==> src/rtl/dbg_bus_arbiter.sv <==
// dbg_bus_arbiter
//
// Purpose: shares the core data bus between the CPU master and the debug master.
// The debug master can also halt the CPU. The arbiter waits for any in-flight
// LW stall before it takes the bus. While the CPU is halted, it masks the
// frozen CPU request so that no access repeats.
//
// Ports:
//   clk, reset                   clock, asynchronous active-low reset
//   cpu_address/write_data/mode  CPU master request (reqw, reqs passed through)
//   stall_lw                     CPU is in the first cycle of an LW stall
//   cpu_read_data                bus return data to the CPU
//   ds_cpu_halt                  halts the datapath whenever the debug side owns the core
//   dbg_halt_req, dbg_req        debugger halt request and access request (levels)
//   dbg_we/address/write_data/reqw  debug command, sampled at accept
//   dbg_ack                      one-cycle completion pulse
//   dbg_read_data                last captured debug read data
//   dbg_halted                   CPU is parked in the halted state
//   bus_*                        muxed request to the system interconnect
//   bus_read_data                interconnect return data
module dbg_bus_arbiter #(
    parameter int unsigned READ_CYCLES = 2
) (
    input  logic        clk,
    input  logic        reset,
    input  logic [31:0] cpu_address,
    input  logic [31:0] cpu_write_data,
    input  logic [1:0]  cpu_mode,
    input  logic [1:0]  cpu_reqw,
    input  logic        cpu_reqs,
    input  logic        stall_lw,
    output logic [31:0] cpu_read_data,
    output logic        ds_cpu_halt,
    input  logic        dbg_halt_req,
    input  logic        dbg_req,
    input  logic        dbg_we,
    input  logic [31:0] dbg_address,
    input  logic [31:0] dbg_write_data,
    input  logic [1:0]  dbg_reqw,
    output logic        dbg_ack,
    output logic [31:0] dbg_read_data,
    output logic        dbg_halted,
    output logic [31:0] bus_address,
    output logic [31:0] bus_write_data,
    output logic [1:0]  bus_mode,
    output logic [1:0]  bus_reqw,
    output logic        bus_reqs,
    input  logic [31:0] bus_read_data
);

    // The counter only has to reach READ_CYCLES-1.
    localparam int unsigned CntW = (READ_CYCLES > 2) ? $clog2(READ_CYCLES) : 1;
    localparam logic [CntW-1:0] CntLast = CntW'(READ_CYCLES - 1);

    typedef enum logic [1:0] {StCpu, StHalted, StAcc, StResp} state_e;

    state_e          state_q;
    logic            cmd_we_q;
    logic [31:0]     cmd_address_q;
    logic [31:0]     cmd_write_data_q;
    logic [1:0]      cmd_reqw_q;
    logic [CntW-1:0] cnt_q;
    logic            ack_q;
    logic [31:0]     rd_q;

    always_ff @(posedge clk or negedge reset) begin
        if (!reset) begin
            state_q          <= StCpu;
            cmd_we_q         <= 1'b0;
            cmd_address_q    <= '0;
            cmd_write_data_q <= '0;
            cmd_reqw_q       <= '0;
            cnt_q            <= '0;
            ack_q            <= 1'b0;
            rd_q             <= '0;
        end else begin
            ack_q <= 1'b0;
            case (state_q)
                StCpu: begin
                    // An LW in its first stall cycle must finish its second
                    // cycle on the CPU's bus, so both exits wait for it.
                    if (dbg_req && !stall_lw) begin
                        cmd_we_q         <= dbg_we;
                        cmd_address_q    <= dbg_address;
                        cmd_write_data_q <= dbg_write_data;
                        cmd_reqw_q       <= dbg_reqw;
                        cnt_q            <= '0;
                        state_q          <= StAcc;
                    end else if (dbg_halt_req && !stall_lw) begin
                        state_q <= StHalted;
                    end
                end
                StHalted: begin
                    if (dbg_req) begin
                        cmd_we_q         <= dbg_we;
                        cmd_address_q    <= dbg_address;
                        cmd_write_data_q <= dbg_write_data;
                        cmd_reqw_q       <= dbg_reqw;
                        cnt_q            <= '0;
                        state_q          <= StAcc;
                    end else if (!dbg_halt_req) begin
                        state_q <= StCpu;
                    end
                end
                StAcc: begin
                    if (cmd_we_q) begin
                        ack_q   <= 1'b1;
                        state_q <= StResp;
                    end else if (cnt_q == CntLast) begin
                        rd_q    <= bus_read_data;
                        ack_q   <= 1'b1;
                        state_q <= StResp;
                    end else begin
                        cnt_q <= cnt_q + CntW'(1);
                    end
                end
                StResp: begin
                    // dbg_req is deliberately ignored here: it forces one idle cycle.
                    state_q <= dbg_halt_req ? StHalted : StCpu;
                end
                default: state_q <= StCpu;
            endcase
        end
    end

    always_comb begin
        bus_address    = cpu_address;
        bus_write_data = cpu_write_data;
        bus_mode       = cpu_mode;
        bus_reqw       = cpu_reqw;
        bus_reqs       = cpu_reqs;
        case (state_q)
            // The frozen CPU request is masked so that it does not repeat.
            StHalted: bus_mode = 2'b00;
            StAcc: begin
                bus_address    = cmd_address_q;
                bus_write_data = cmd_write_data_q;
                bus_mode       = cmd_we_q ? 2'b10 : 2'b01;
                bus_reqw       = cmd_reqw_q;
                bus_reqs       = 1'b0;
            end
            StResp: begin
                bus_address    = cmd_address_q;
                bus_write_data = cmd_write_data_q;
                bus_mode       = 2'b00;
                bus_reqw       = cmd_reqw_q;
                bus_reqs       = 1'b0;
            end
            default: ;
        endcase
    end

    assign cpu_read_data = bus_read_data;
    assign ds_cpu_halt   = (state_q != StCpu);
    assign dbg_halted    = (state_q == StHalted);
    assign dbg_ack       = ack_q;
    assign dbg_read_data = rd_q;

endmodule

==> config.mk <==
export PLATFORM = sky130hd
export DESIGN_NAME = dbg_bus_arbiter
export DESIGN_NICKNAME = d
export VERILOG_FILES = /design/src/rtl/dbg_bus_arbiter.sv
export SDC_FILE = /design/constraint.sdc
export NUM_CORES = 1
export LEC_CHECK = 0
export BUFFER_PORTS_ARGS = -buffer_cell sky130_fd_sc_hd__buf_4
export CORE_AREA = 2 2 119 121
export CTS_BUF_LIST = sky130_fd_sc_hd__clkbuf_8
export DETAILED_ROUTE_END_ITERATION = 6
export DIE_AREA = 0 0 121 123
export PLACE_DENSITY = 0.83
export SYNTH_ARGS = -nofsm -noshare
export SYNTH_HDL_FRONTEND = slang
export SYNTH_SLANG_ARGS = --single-unit
==> constraint.sdc <==
create_clock -name clk -period 3.9 [get_ports clk]
set_input_delay 0 -clock clk [delete_from_list [all_inputs] [get_ports clk]]
set_output_delay 0 -clock clk [all_outputs]
set_load 0.02 [all_outputs]
== Yosys cells after proc, flatten, opt, wreduce, memory -nomap -nowiden ==
Cells that the tools add are included.

* Bits of input ports: 173
* Flip-flop bits (word level): 103
* Word-level logic and storage cells: 66
* Output and inout port bits: 136

* Equality and inequality tests: 9
* Reductions and logical operators: 13
* Multiplexer cells: 34
* Add/sub/neg operators: 1
* Bitwise logic cells: 1

{| class="wikitable"
|+ Operators by type and width
! kind !! count
|-
| $mux W32 || 6
|-
| $pmux W32 S2 || 2
|-
| $mux W2 || 10
|-
| $mux W1 || 11
|-
| $ne A3 B3 Y1 const B || 3
|-
| $reduce_and A3 Y1 || 3
|-
| $pmux W2 S2 || 2
|-
| $pmux W2 S4 || 1
|-
| $ne A2 B2 Y1 const B || 3
|-
| $eq A2 B2 Y1 const B || 2
|-
| $reduce_and A4 Y1 || 1
|-
| $reduce_bool A2 Y1 || 2
|-
| $reduce_or A2 Y1 || 2
|-
| $pmux W1 S3 || 1
|-
| $reduce_bool A3 Y1 || 1
|-
| $eq A2 B1 Y1 const B || 1
|-
| $logic_and A1 B1 Y1 || 2
|-
| $logic_not A2 Y1 || 1
|-
| $pmux W1 S2 || 1
|-
| $add A1 B1 Y1 const B || 1
|-
| $logic_not A1 Y1 || 1
|-
| $not A1 Y1 || 1
|}

== Logic depth before layout (Yosys ltp) ==
Gate-level depths: netlist (run 1).

* Word-level depth: 5
* Mapped depth: 6
* Depth with buffers taken out: 3

== Worst setup path before layout (run 1) ==
No wires, ideal clock.

* Path kind: reg-to-reg
* From: register state_q[0]
* To: register rd_q[10], in the netlist dbg_read_data[10]
* Arrival: 1465 ps
* Path buffers: 1
* Required time: 3775 ps
* Setup time: 125 ps
* Cell stages (with the launch flop): 5
* Slack: 2310 ps
* Period minus slack after synthesis: 1590 ps
* Path through: dfrtp_1 > nand2b_1 > nor3b_4 > buf_6 > mux2_2

* Cells in the longest elaborated chain, start to end: 2

{| class="wikitable"
|+ Ends and longest elaborated chain
! what !! RTL line !! text
|-
| start: declaration || 57 || <nowiki>state_e state_q;</nowiki>
|-
| start signal: assignment || 68 || <nowiki>state_q <= StCpu;</nowiki>
|-
| start signal: assignment || 88 || <nowiki>state_q <= StAcc;</nowiki>
|-
| start signal: assignment || 90 || <nowiki>state_q <= StHalted;</nowiki>
|-
| $eq A2 B2 Y1 || 78 || <nowiki>case (state_q)</nowiki>
|-
| $reduce_and A3 Y1 (no line) || -- ||
|-
| end signal: assignment || 110 || <nowiki>rd_q <= bus_read_data;</nowiki>
|-
| end: declaration || 64 || <nowiki>logic [31:0] rd_q;</nowiki>
|}

Every way passes these cells.
A chain may end at the register's enable or synchronous reset.

== Final worst setup path (run 1) ==
* From: register state_q[1]
* To: output port bus_write_data[16]

* Cells in the longest elaborated chain, start to end: 3
* Elaborated cells on any way between the ends: 4
* Classes of those cells: eq/ne: 2; mux: 1; reduce/logical: 1

{| class="wikitable"
|+ Ends and longest elaborated chain
! what !! RTL line !! text
|-
| $eq A2 B2 Y1 || 132 || <nowiki>case (state_q)</nowiki>
|-
| $reduce_or A2 Y1 (no line) (*) || -- ||
|-
| $mux W32 (*) || 132 ||
|-
| end: declaration || 44 || <nowiki>output logic [31:0] bus_write_data,</nowiki>
|}

Every way passes the cells marked *; elsewhere a longest branch is shown, timed or not.

==> summary.md, run 1 <==
| Metric | Value |
|---|---|
| GRT overflow | 0 |
| CP Class | reg -> out |
| Worst hold endpoint | cnt_q$_DFFE_PN0P_ |
| LEAKAGE | 4.07 nW |
| Synthesized Nets | a little over 500 |
| Reg2Reg Depth | 4 |
| # IOs | 309 |
| FP Rows | 43 |
| Sequential cell area | 2580 um^2 |
| Layout Nets | 892 |
| Min-Delay Path Class | in -> reg |
| Sequential element share of the synthesized area | 50.6% |
| Drt initial violations | between 100 and 150 |
| Worst hold path depth | 4 |
| Max-Cap Viols | 0 |
| Slew Viols, Final | 0 |
| Util after Layout | a little over three fifths |
| RSZ-0062 raised after global routing | false |
| Pwr dens | 705 nW/um^2 |
| Final hold vios | 0 |
| Synth Register Bits | ~100 |
| Fin crit share | a little over 60% |
| Final setup TNS | 0 ns |
| Worst r2r src | state_q[1]$_DFFE_PN0P_ |
| Die height | roughly 120 um |
| Worst-Skew Late Latency | roughly 0.36 ns |
| Crit-path max FO | 49 |
| Placer Congestion | between 0.7 and 0.8 |
| Pin count of the biggest net entering global routing | slightly above 60 |
| Gate Count Post-Synth | ~340 |
| H-Tree Depth | 3 |
| PnR worst setup slack | roughly 1.5 ns |
| Area of the mapped netlist | between 5000 and 6000 um^2 |
| Die ar. | roughly 15000 um^2 |
| Drt wl/cell | roughly 17 um |
| FF-to-FF setup slack | ~1.5 ns |
| Clock sinks | roughly 100 |
| DRT antenna net count | 0 |
| Drt total wl | 15400 um |
| Slew HR | 47.9% |
| First-pass GRT wire length | around 23000 um |
| Diodes inserted | 0 |
| Worst Setup End Kind | output pin |
| GRT Overall Usage | 20.1% |
| Root Driver | clkbuf_8 |
| Via Count | 4154 |
| Setup violations, final | 0 |
| Worst hold path startpoint | stall_lw |
| DRT Pass-1 Iters | 4 |
| Dpl ws | ~1.7 ns |
| Post-cts sizing count | 0 |
| CTS Buf Count | 9 |
| Commonest non-fill, non-tap cell in the layout | buf_4 |
| Worst Setup Start Kind | register |
| Initial Utilization | 37.4% |
| Worst r2r dst | state_q[1]$_DFFE_PN0P_ |
| Chip width | roughly 120 um |
| Clock Skew | 0.00812 ns |
| Filler Cell Count | 1003 |
| Synth-to-layout area growth | 67.3% |
| CTS Buffer Depth | 2 |
| Least-Margin Pin Slew | between 0.7 and 0.8 ns |
| Layout cells sized above 1 | roughly 69% |
| Status | finished clean |
| CTS tree | built |
| Via-to-Cell Ratio | approximately 4.6 |
| Most frequent cells in the layout | buf_4 (313), mux2_2 (135), dlygate4sd3_1 (104), dfrtp_1 (102), mux2_4 (30) |
| Post-DP HPWL | 10500 um |
| # port buffers | 308 |
| Synth unique cells | 24 |
| DRC | 0 |
| Syn_area_per_cell | between 10 and 15 um^2 |
| Worst VDD drop | 0.350 mV |
| Multi-input gate area | approximately 2100 um^2 |
| Max Freq | ~410 MHz |
| Number of global-route vias before repair | around 4600 |
| Period minus WS final | around 2.4 ns |
| Clk slew on worst S/H paths | roughly 0.09 ns |
| Total Power | ~0.006 W |
| Worst Path Required | just under 4 ns |
| Critical Path AT | about 2.4 ns |
| Initial antenna violation count | 0 |
| Core region area | 13600 um^2 |
| Yosys Warn Count | 0 |
==> per-layer routing <==
layer / vias up / part of all wire (%) / track usage [%]
met1: 1984 / 36 / 21.2
met3: 35 / 6.6 / 3.97
met2: 209 / 55 / 38.7
met4: 0 / 2.9 / 8.65
met5: - / 0 / 0
li1: 1926 / - / -
==> worst max-delay path, cell delays in order, from the launching register on <==
cell     delay [ns]
dfrtp_2        0.76
buf_4          0.63
mux2_2         0.44
buf_4          0.17
==> cells in the mapped netlist <==
library cell    n  area share (%)
buf_8           3            0.88
mux2i_1         2            0.39
nand2_1         1           0.074
or2_2           1            0.12
o32ai_1         1            0.17
buf_1           1           0.074
mux2_2        135              30
inv_1           2            0.15
o2bb2ai_1       1            0.17
nor2_1          5            0.37
dfrtp_1       103              51
nor3_1          1           0.098
mux2_4         30             8.8
nor3b_4         1            0.37
a2bb2oi_1       1            0.17
clkbuf_1        2            0.15
buf_2           9            0.88
and3b_1         1            0.17
clkbuf_2        1           0.098
nor2b_1         1            0.12
buf_6           4            0.88
nand2b_1        4            0.49
nand3b_1        1            0.15
buf_4          32             4.7
==> worst max path at each step <==
stage,start,to
final,state_q[1]$_DFFE_PN0P_,bus_write_data[16]
after detailed placement,state_q[1]$_DFFE_PN0P_,dbg_read_data[18]$_DFFE_PN0P_
after CTS,state_q[1]$_DFFE_PN0P_,bus_write_data[16]
after global routing,state_q[1]$_DFFE_PN0P_,bus_write_data[16]
after global placement,state_q[1]$_DFFE_PN0P_,cmd_write_data_q[11]$_DFFE_PN0P_
after floorplan,state_q[0]$_DFFE_PN0P_,dbg_read_data[10]$_DFFE_PN0P_
==> through the flow <==
| stage | area [um^2] | hold WS [ns] | cells |
|---|---|---|---|
| 2_1_floorplan | 5090 | -0.296 | 343 |
| 3_3_place_gp | 7280 | 0.111 | 784 |
| 3_5_place_dp | 7280 | 0.131 | 784 |
| 4_1_cts | 8520 | 0.0408 | 904 |
| 5_1_grt | 8520 | 0.0860 | 904 |
| 6_report | 8520 | 0.0883 | 904 |
==> logic make-up after synthesis <==
logic type / Yosys count / synth area share [%]
buf+inv: 54 / 7.84
simple gates: 16 / 1.97
compound gates: 3 / 0.516
flops: 103 / 50.6
mux: 167 / 39.1
==> what timing repair did <==
action	CTS	global route
endpoints found under the hold margin	162	0
buffers inserted	0	0
setup endpoints to repair	0	0
hold buffers	104	0
==> final cells by class <==
| class | count | area share, % |
|---|---|---|
| Multi-Input combinational cell | 186 | 24.9 |
| Timing Repair Buffer | 417 | 39.8 |
| Clock inverter | 6 | 0.705 |
| Inverter | 2 | 0.0881 |
| Tap cell | 180 | 2.64 |
| Clock buffer | 10 | 1.62 |
| Sequential cell | 103 | 30.3 |
==> registers in the layout (all words and copies together) (netlist names) <==
name              cells
cmd_address_q        32
cmd_reqw_q            2
cmd_we_q              1
cmd_write_data_q     32
cnt_q                 1
dbg_ack               1
dbg_read_data        32
state_q               2
==> where the power goes <==
group,total [W],switching (W),internal [W],leakage (nW)
Sequential,0.00200,0.000385,0.00161,1.22
Clock,0.000666,0.000355,0.000311,0.0981
Combinational,0.00334,0.00151,0.00183,2.75
Total,0.00600,0.00225,0.00376,4.07
(Power assumes the default switching activity.)
==> inputs of run 2 (changes only) <==
- CORE_AREA: 2 2 119 121 -> 2 2 120 122
- DIE_AREA: 0 0 121 123 -> 0 0 122 124
- PLACE_DENSITY: 0.83 -> 0.82
- clock period: 3.9 -> 2.25 ns (I/O delays scaled with it)
==> run 2 against run 1 <==
Count of clock-buffer cells in the layout is 1 higher. Sequential power rose by 69%. Cell count rose by 0.11%. Critical path type is now in -> reg. Largest cell class unchanged. Largest power group unchanged.
==> summary.md, run 2 (synthesis results as in run 1) <==
| Metric | Value |
|---|---|
| Status | finished clean (unchanged) |
| Core region area | 13700 um^2 (was 13600 um^2) |
| Crit-path max FO | 3 (was 49) |
| Drt total wl | 14800 um (was 15400 um) |
| GRT overflow | 0 (unchanged) |
| # port buffers | 308 (unchanged) |
| Drt wl/cell | 16.3 um (was 17.0 um) |
| Pin count of the biggest net entering global routing | 74 (was 62) |
| Finished Layout Cells | 905 (was 904) |
| Worst path cell trace | dlygate4sd3_1, buf_4, nand2b_1, dlygate4sd3_1, o32ai_1, dlygate4sd3_1 (was buf_4, mux2_2, buf_4) |
| Most frequent cells in the layout | buf_4 (310), mux2_2 (135), dlygate4sd3_1 (105), dfrtp_1 (102), mux2_4 (30) (was buf_4 (313), mux2_2 (135), dlygate4sd3_1 (104), dfrtp_1 (102), mux2_4 (30)) |
| Crit path largest cell delay | 0.60 ns (was 0.76 ns) |
| Worst VDD drop | 0.643 mV (was 0.350 mV) |
| Via-to-Cell Ratio | 4.58 (was 4.60) |
| Slew HR | 53.9% (was 47.9%) |
| DRT Pass-1 Iters | 4 (unchanged) |
| First-pass GRT wire length | 22200 um (was 23000 um) |
| Root Driver | clkbuf_8 (unchanged) |
| Placer Congestion | 0.719 (was 0.731) |
| Diodes inserted | 0 (unchanged) |
| CTS Buffer Depth | 2 (unchanged) |
| Final setup TNS | 0 ns (unchanged) |
| DRC | 0 (unchanged) |
| Worst Setup End Kind | register (was output pin) |
| Initial antenna violation count | 0 (unchanged) |
| CP Class | in -> reg (was reg -> out) |
| Clock sinks | 103 (unchanged) |
| Initial Utilization | 37.1% (was 37.4%) |
| Clock Skew | 0.0121 ns (was 0.00812 ns) |
| CTS Buf Count | 9 (unchanged) |
| # IOs | 309 (unchanged) |
| CTS tree | built (unchanged) |
| Number of global-route vias before repair | 4471 (was 4636) |
| Critical Path AT | 2.23 ns (was 2.41 ns) |
| RSZ-0062 raised after global routing | false (unchanged) |
| Most used cell, CP | dlygate4sd3_1 (was buf_4) |
| Layout Nets | 893 (was 892) |
| Period minus WS final | roughly 1.9 ns |
| Worst Path Required | 2.55 ns (was 3.90 ns) |
| Drt initial violations | 127 (was 101) |
| Clk slew on worst S/H paths | 0.09 ns (about the same) |
| CP max-delay cell | dlygate4sd3_1 (was dfrtp_2) |
| Least-Margin Pin Slew | 0.691 ns (was 0.781 ns) |
| Commonest non-fill, non-tap cell in the layout | buf_4 (unchanged) |
| Die ar. | 15100 um^2 (was 14900 um^2) |
| Worst-Skew Late Latency | 0.37 ns (was 0.36 ns) |
| Min-Delay Path Class | in -> reg (unchanged) |
| Die height | 124 um (was 123 um) |
| Synth-to-layout area growth | 68.4% (was 67.3%) |
| Critical path buffers and inverters | 4 (was 2) |
| Kind of cell adding the most delay to the critical path | buffers and inverters (unchanged) |
| Worst Setup Start Kind | primary input (was register) |
| LEAKAGE | 4.10 nW (was 4.07 nW) |
| Fin crit share | approximately 86% |
| Via Count | 4145 (was 4154) |
| H-Tree Depth | 3 (unchanged) |
| FP Rows | 43 (unchanged) |
| Layout cells sized above 1 | 68.7% (was 68.8%) |
| Final hold vios | 0 (unchanged) |
| Chip width | 122 um (was 121 um) |
| Setup violations, final | 0 (unchanged) |
| Util after Layout | 62.5% (was 62.6%) |
| DRT antenna net count | 0 (unchanged) |
| Post-DP HPWL | 10100 um (was 10500 um) |
| Placed cells | 784 (unchanged) |
| Max-Cap Viols | 0 (unchanged) |
| Pwr dens | 1220 nW/um^2 (was 705 nW/um^2) |
| Slew Viols, Final | 0 (unchanged) |
| Hold WS | 0.0644 ns (was 0.0883 ns) |
| Max Freq | approximately 520 MHz |
| GRT Overall Usage | 18.9% (was 20.1%) |
## run 2: cell count changes in the layout (fill, tap and decap cells not counted), sizes merged
cell	change
clkbuf	+1
clkinvlp	-1
dlygate4sd3	+1
## run 2: metrics by stage
stage | power, W | area (um^2) | setup slack (ns)
after floorplan | 0.00697 | 5090 | 0.660
after global placement | 0.00896 | 7320 | 0.515
after detailed placement | 0.00912 | 7320 | 0.443
after CTS | 0.0105 | 8580 | 0.401
after global routing | 0.0111 | 8580 | 0.250
final | 0.0105 | 8580 | 0.315
## run 2: worst reg2reg max path: cells and delay by family (launching register included)
family,cells,cell delay [ns]
mux,1,0.40
flops,1,0.45
simple gates,2,0.48
buf+inv,1,0.39
## run 2: layout make-up
cell class | instances | area [um^2]
fill | 981 | 5140
timing repair buffer | 418 | 3440
sequential | 103 | 2580
multi-input combinational | 186 | 2120
tap | 180 | 225
clock buffer | 11 | 151
clock inverter | 5 | 56.3
inverter | 2 | 7.51
## run 2: final timing paths
| check | start | to | slack [ns] | cells past startpoint |
|---|---|---|---|---|
| min in group asynchronous | reset | cmd_write_data_q[24]$_DFFE_PN0P_ | 0.21 | 2 |
| worst max-delay path | dbg_req | state_q[0]$_DFFE_PN0P_ | 0.31 | 6 |
| worst min register to register | cmd_address_q[10]$_DFFE_PN0P_ | cmd_address_q[10]$_DFFE_PN0P_ | 0.51 | 1 |
| worst max register to register | state_q[0]$_DFFE_PN0P_ | dbg_read_data[29]$_DFFE_PN0P_ | 0.41 | 4 |
| max in group asynchronous | reset | cmd_address_q[25]$_DFFE_PN0P_ | 1.34 | 3 |
| worst min-delay path | stall_lw | cnt_q$_DFFE_PN0P_ | 0.06 | 4 |
## run 2: power breakdown
group / switching [W] / internal [W] / total [W]
logic: 0.00268 / 0.00322 / 0.00589
registers: 0.000586 / 0.00280 / 0.00338
clock network: 0.000623 / 0.000573 / 0.00120
## run 2: routing by layer
metal / wire (um) / GRT usage, % / vias up
li1: - / - / 1925
met1: 5210 / 19.9 / 1987
met2: 8070 / 36.2 / 201
met3: 1060 / 4.12 / 32
met4: 414 / 8.05 / 0
met5: 0 / 0 / -
## run 2: repair_timing
item                      CTS  global route
setup buffers               0             0
gates resized for setup     0             0
hold endpoints to repair  156             0
hold buffers              105             0
==> inputs of run 3 (changes only) <==
- ABC_AREA: default -> 1
- CORE_AREA: 2 2 120 122 -> 2 2 121 123
- DIE_AREA: 0 0 122 124 -> 0 0 123 125
==> run 3 against run 2 <==
Hold slack worse by 0.027 ns. Worst setup slack better by 0.068 ns. Global-route usage up 3.0 points. Sequential power down 4%. Cell count up 38%. Core utilization down 2.1 points. Largest cell class unchanged.
==> summary.md, run 3 <==
| Metric | Value |
|---|---|
| Pwr dens | 1170 nW/um^2 (was 1220 nW/um^2) |
| Placer Congestion | 0.766 (was 0.719) |
| Post-DP HPWL | 11500 um (was 10100 um) |
| Least-Margin Pin Slew | 0.694 ns (was 0.691 ns) |
| Synth Register Bits | 103 (unchanged) |
| Initial antenna violation count | 0 (unchanged) |
| Via Count | 5598 (was 4145) |
| Synth unique cells | 16 (was 24) |
| Area of the mapped netlist | 5170 um^2 (was 5090 um^2) |
| Worst Setup Start Kind | register (was primary input) |
| Number of synthesized flops with an enable pin | 0 (unchanged) |
| Slew HR | 53.7% (was 53.9%) |
| CTS Buffer Depth | 2 (unchanged) |
| Layout cells sized above 1 | 31.3% (was 68.7%) |
| DRC | 0 (unchanged) |
| Final hold vios | 0 (unchanged) |
| Status | finished clean (unchanged) |
| Commonest non-fill, non-tap cell in the layout | nand2_1 (was buf_4) |
| Worst VDD drop | 0.577 mV (was 0.643 mV) |
| Primary FF master, synth | dfrtp_1 (unchanged) |
| CTS Buf Count | 9 (unchanged) |
| Die height | 125 um (was 124 um) |
| GRT overflow | 0 (unchanged) |
| Worst hold path startpoint | dbg_halt_req (was stall_lw) |
| CP Class | reg -> out (was in -> reg) |
| Most frequent cells in the layout | nand2_1 (315), buf_4 (313), inv_1 (108), dfrtp_1 (102), dlygate4sd3_1 (102) (was buf_4 (310), mux2_2 (135), dlygate4sd3_1 (105), dfrtp_1 (102), mux2_4 (30)) |
| Via-to-Cell Ratio | 4.47 (was 4.58) |
| Max-Cap Viols | 0 (unchanged) |
| Synth top area share | 49.9% (was 50.6%) |
| DRT Pass-1 Iters | 4 (unchanged) |
| Sequential element share of the synthesized area | 49.9% (was 50.6%) |
| Count leader, synth | nand2_1 (was mux2_2) |
| Finished Layout Cells | 1253 (was 905) |
| GRT Overall Usage | 22.0% (was 18.9%) |
| Core region area | 14200 um^2 (was 13700 um^2) |
| Clk slew on worst S/H paths | 0.09 ns (about the same) |
| Critical Path AT | 1.87 ns (was 2.23 ns) |
| Max Freq | 536 MHz (was 517 MHz) |
| Fin crit share | 83.0% (was 86.0%) |
| Gate Count Post-Synth | 703 (was 343) |
| Setup violations, final | 0 (unchanged) |
| Number of global-route vias before repair | 5516 (was 4471) |
| Layout Nets | 1237 (was 893) |
| Total Power | 0.0100 W (was 0.0105 W) |
| Number of post-CTS setup repair buffers | 0 (unchanged) |
| Top post-synthesis cells by area | dfrtp_1 (50%), nand2_1 (23%), inv_1 (7.8%), o21ai_0 (4.9%), o21ai_1 (4.8%) (was dfrtp_1 (51%), mux2_2 (30%), mux2_4 (8.8%), buf_4 (4.7%), buf_2 (0.88%)) |
| Drt wl/cell | 13.7 um (was 16.3 um) |
| Diodes inserted | 0 (unchanged) |
| Worst-Skew Late Latency | 0.36 ns (was 0.37 ns) |
| Clock sinks | 103 (unchanged) |
| # port buffers | 308 (unchanged) |
| Drt total wl | 17200 um (was 14800 um) |
| DRT antenna net count | 0 (unchanged) |
| # IOs | 309 (unchanged) |
| Ys async rst share | 100% (unchanged) |
| FP Rows | 44 (was 43) |
| Worst Path Required | 2.25 ns (was 2.55 ns) |
| Chip width | 123 um (was 122 um) |
| H-Tree Depth | 3 (unchanged) |
| Min-Delay Path Class | in -> reg (unchanged) |
| Worst Setup End Kind | output pin (was register) |
| Yosys Warn Count | 0 (unchanged) |
| Critical Path Start | state_q[1]$_DFFE_PN0P_ (was dbg_req) |
| LEAKAGE | 4.94 nW (was 4.10 nW) |
| Placed cells | 1135 (was 784) |
| Crit-path max FO | 49 (was 3) |
| Clock Skew | 0.0128 ns (was 0.0121 ns) |
| Area leader, netlist | dfrtp_1 (unchanged) |
| RSZ-0062 raised after global routing | false (unchanged) |
| Synthesized Nets | 876 (was 516) |
| Commonest cells in the netlist | nand2_1 (315), inv_1 (107), dfrtp_1 (103) (was mux2_2 (135), dfrtp_1 (103), buf_4 (32)) |
| Final setup TNS | 0 ns (unchanged) |
| First-pass GRT wire length | 26500 um (was 22200 um) |
| Initial Utilization | 36.4% (was 37.1%) |
| Period minus WS final | 1.87 ns (was 1.94 ns) |
| Worst r2r src | state_q[1]$_DFFE_PN0P_ (was state_q[0]$_DFFE_PN0P_) |
| Root Driver | clkbuf_8 (unchanged) |
| Pin count of the biggest net entering global routing | 105 (was 74) |
| Synth-to-layout area growth | 66.0% (was 68.4%) |
| Die ar. | 15400 um^2 (was 15100 um^2) |
| Slew Viols, Final | 0 (unchanged) |
| CTS tree | built (unchanged) |
| Syn_area_per_cell | 7.35 um^2 (was 14.9 um^2) |
| Drt initial violations | 311 (was 127) |
-- run 3: cell count changes in the layout (fill, tap and decap cells not counted), moves of 2 or more --
| cell | delta |
|---|---|
| mux2i_1 | -2 |
| clkinvlp_4 | +2 |
| nand2_1 | +314 |
| inv_1 | +106 |
| o21ai_1 | +50 |
| mux2_4 | -30 |
| nand2b_1 | -4 |
| o21ai_0 | +51 |
| mux2_2 | -135 |
| dlygate4sd3_1 | -3 |
| buf_4 | +3 |
-- run 3: repair_timing --
| item | in CTS | in global routing |
|---|---|---|
| hold endpoints to repair | 203 | 0 |
| gates resized for setup | 0 | 0 |
| hold buffers | 102 | 0 |
-- run 3: metrics by stage --
stage / setup slack (ns) / hold slack [ns] / util (%) / area [um^2]
2_1_floorplan: 0.967 / -0.296 / - / 5170
3_3_place_gp: 0.777 / -0.0730 / 51.8 / 7360
3_5_place_dp: 0.706 / -0.0732 / 51.8 / 7360
4_1_cts: 0.378 / 0.0140 / 60.4 / 8580
5_1_grt: 0.205 / 0.0718 / 60.4 / 8580
6_report: 0.383 / 0.0375 / 60.4 / 8580
-- run 3: power by group --
group	internal, W	switching [W]
sequential	0.00274	0.000513
combinational	0.00226	0.00335
clock	0.000539	0.000638
total	0.00554	0.00450
-- run 3: routing by layer --
| metal | part of all wire [%] | vias to the layer above | GRT usage, % |
|---|---|---|---|
| li1 | - | 2773 | - |
| met1 | 38 | 2550 | 24.4 |
| met2 | 51 | 248 | 40.2 |
| met3 | 8.2 | 27 | 5.43 |
| met4 | 2.1 | 0 | 7.62 |
| met5 | 0 | - | 0 |
-- run 3: final cells by class --
type / count / area [um^2]
Fill cell: 1186 / 5630
Timing Repair Buffer: 417 / 3410
Sequential cell: 103 / 2580
Multi-Input combinational cell: 425 / 1750
Inverter: 108 / 408
Tap cell: 184 / 230
Clock buffer: 10 / 138
Clock inverter: 6 / 61.3
-- run 3: worst paths after layout --
| kind | endpoint | slack [ns] | cells after the start |
|---|---|---|---|
| worst min-delay path | state_q[0]$_DFFE_PN0P_ | 0.04 | 5 |
| min in group asynchronous | cmd_address_q[17]$_DFFE_PN0P_ | 0.09 | 2 |
| worst max register to register | cmd_write_data_q[17]$_DFFE_PN0P_ | 0.65 | 5 |
| worst min register to register | cmd_address_q[31]$_DFFE_PN0P_ | 0.49 | 2 |
| worst max-delay path | bus_address[18] | 0.38 | 5 |
| max in group asynchronous | dbg_read_data[26]$_DFFE_PN0P_ | 1.45 | 3 |
-- run 3: kinds of logic (layout without fill, tap and decap cells) --
group	after synthesis	in the layout	share of synthesized area (%)
compound gates	102	102	10.1
simple gates	323	323	23.8
flops	103	103	49.9
buf+inv	175	541	16.2
-- run 3: worst max-delay path: stages (launching register included) --
cell	delay [ns]
dfrtp_2	0.43
inv_4	0.19
buf_4	0.45
nand2_1	0.13
nand2_1	0.13
buf_4	0.15
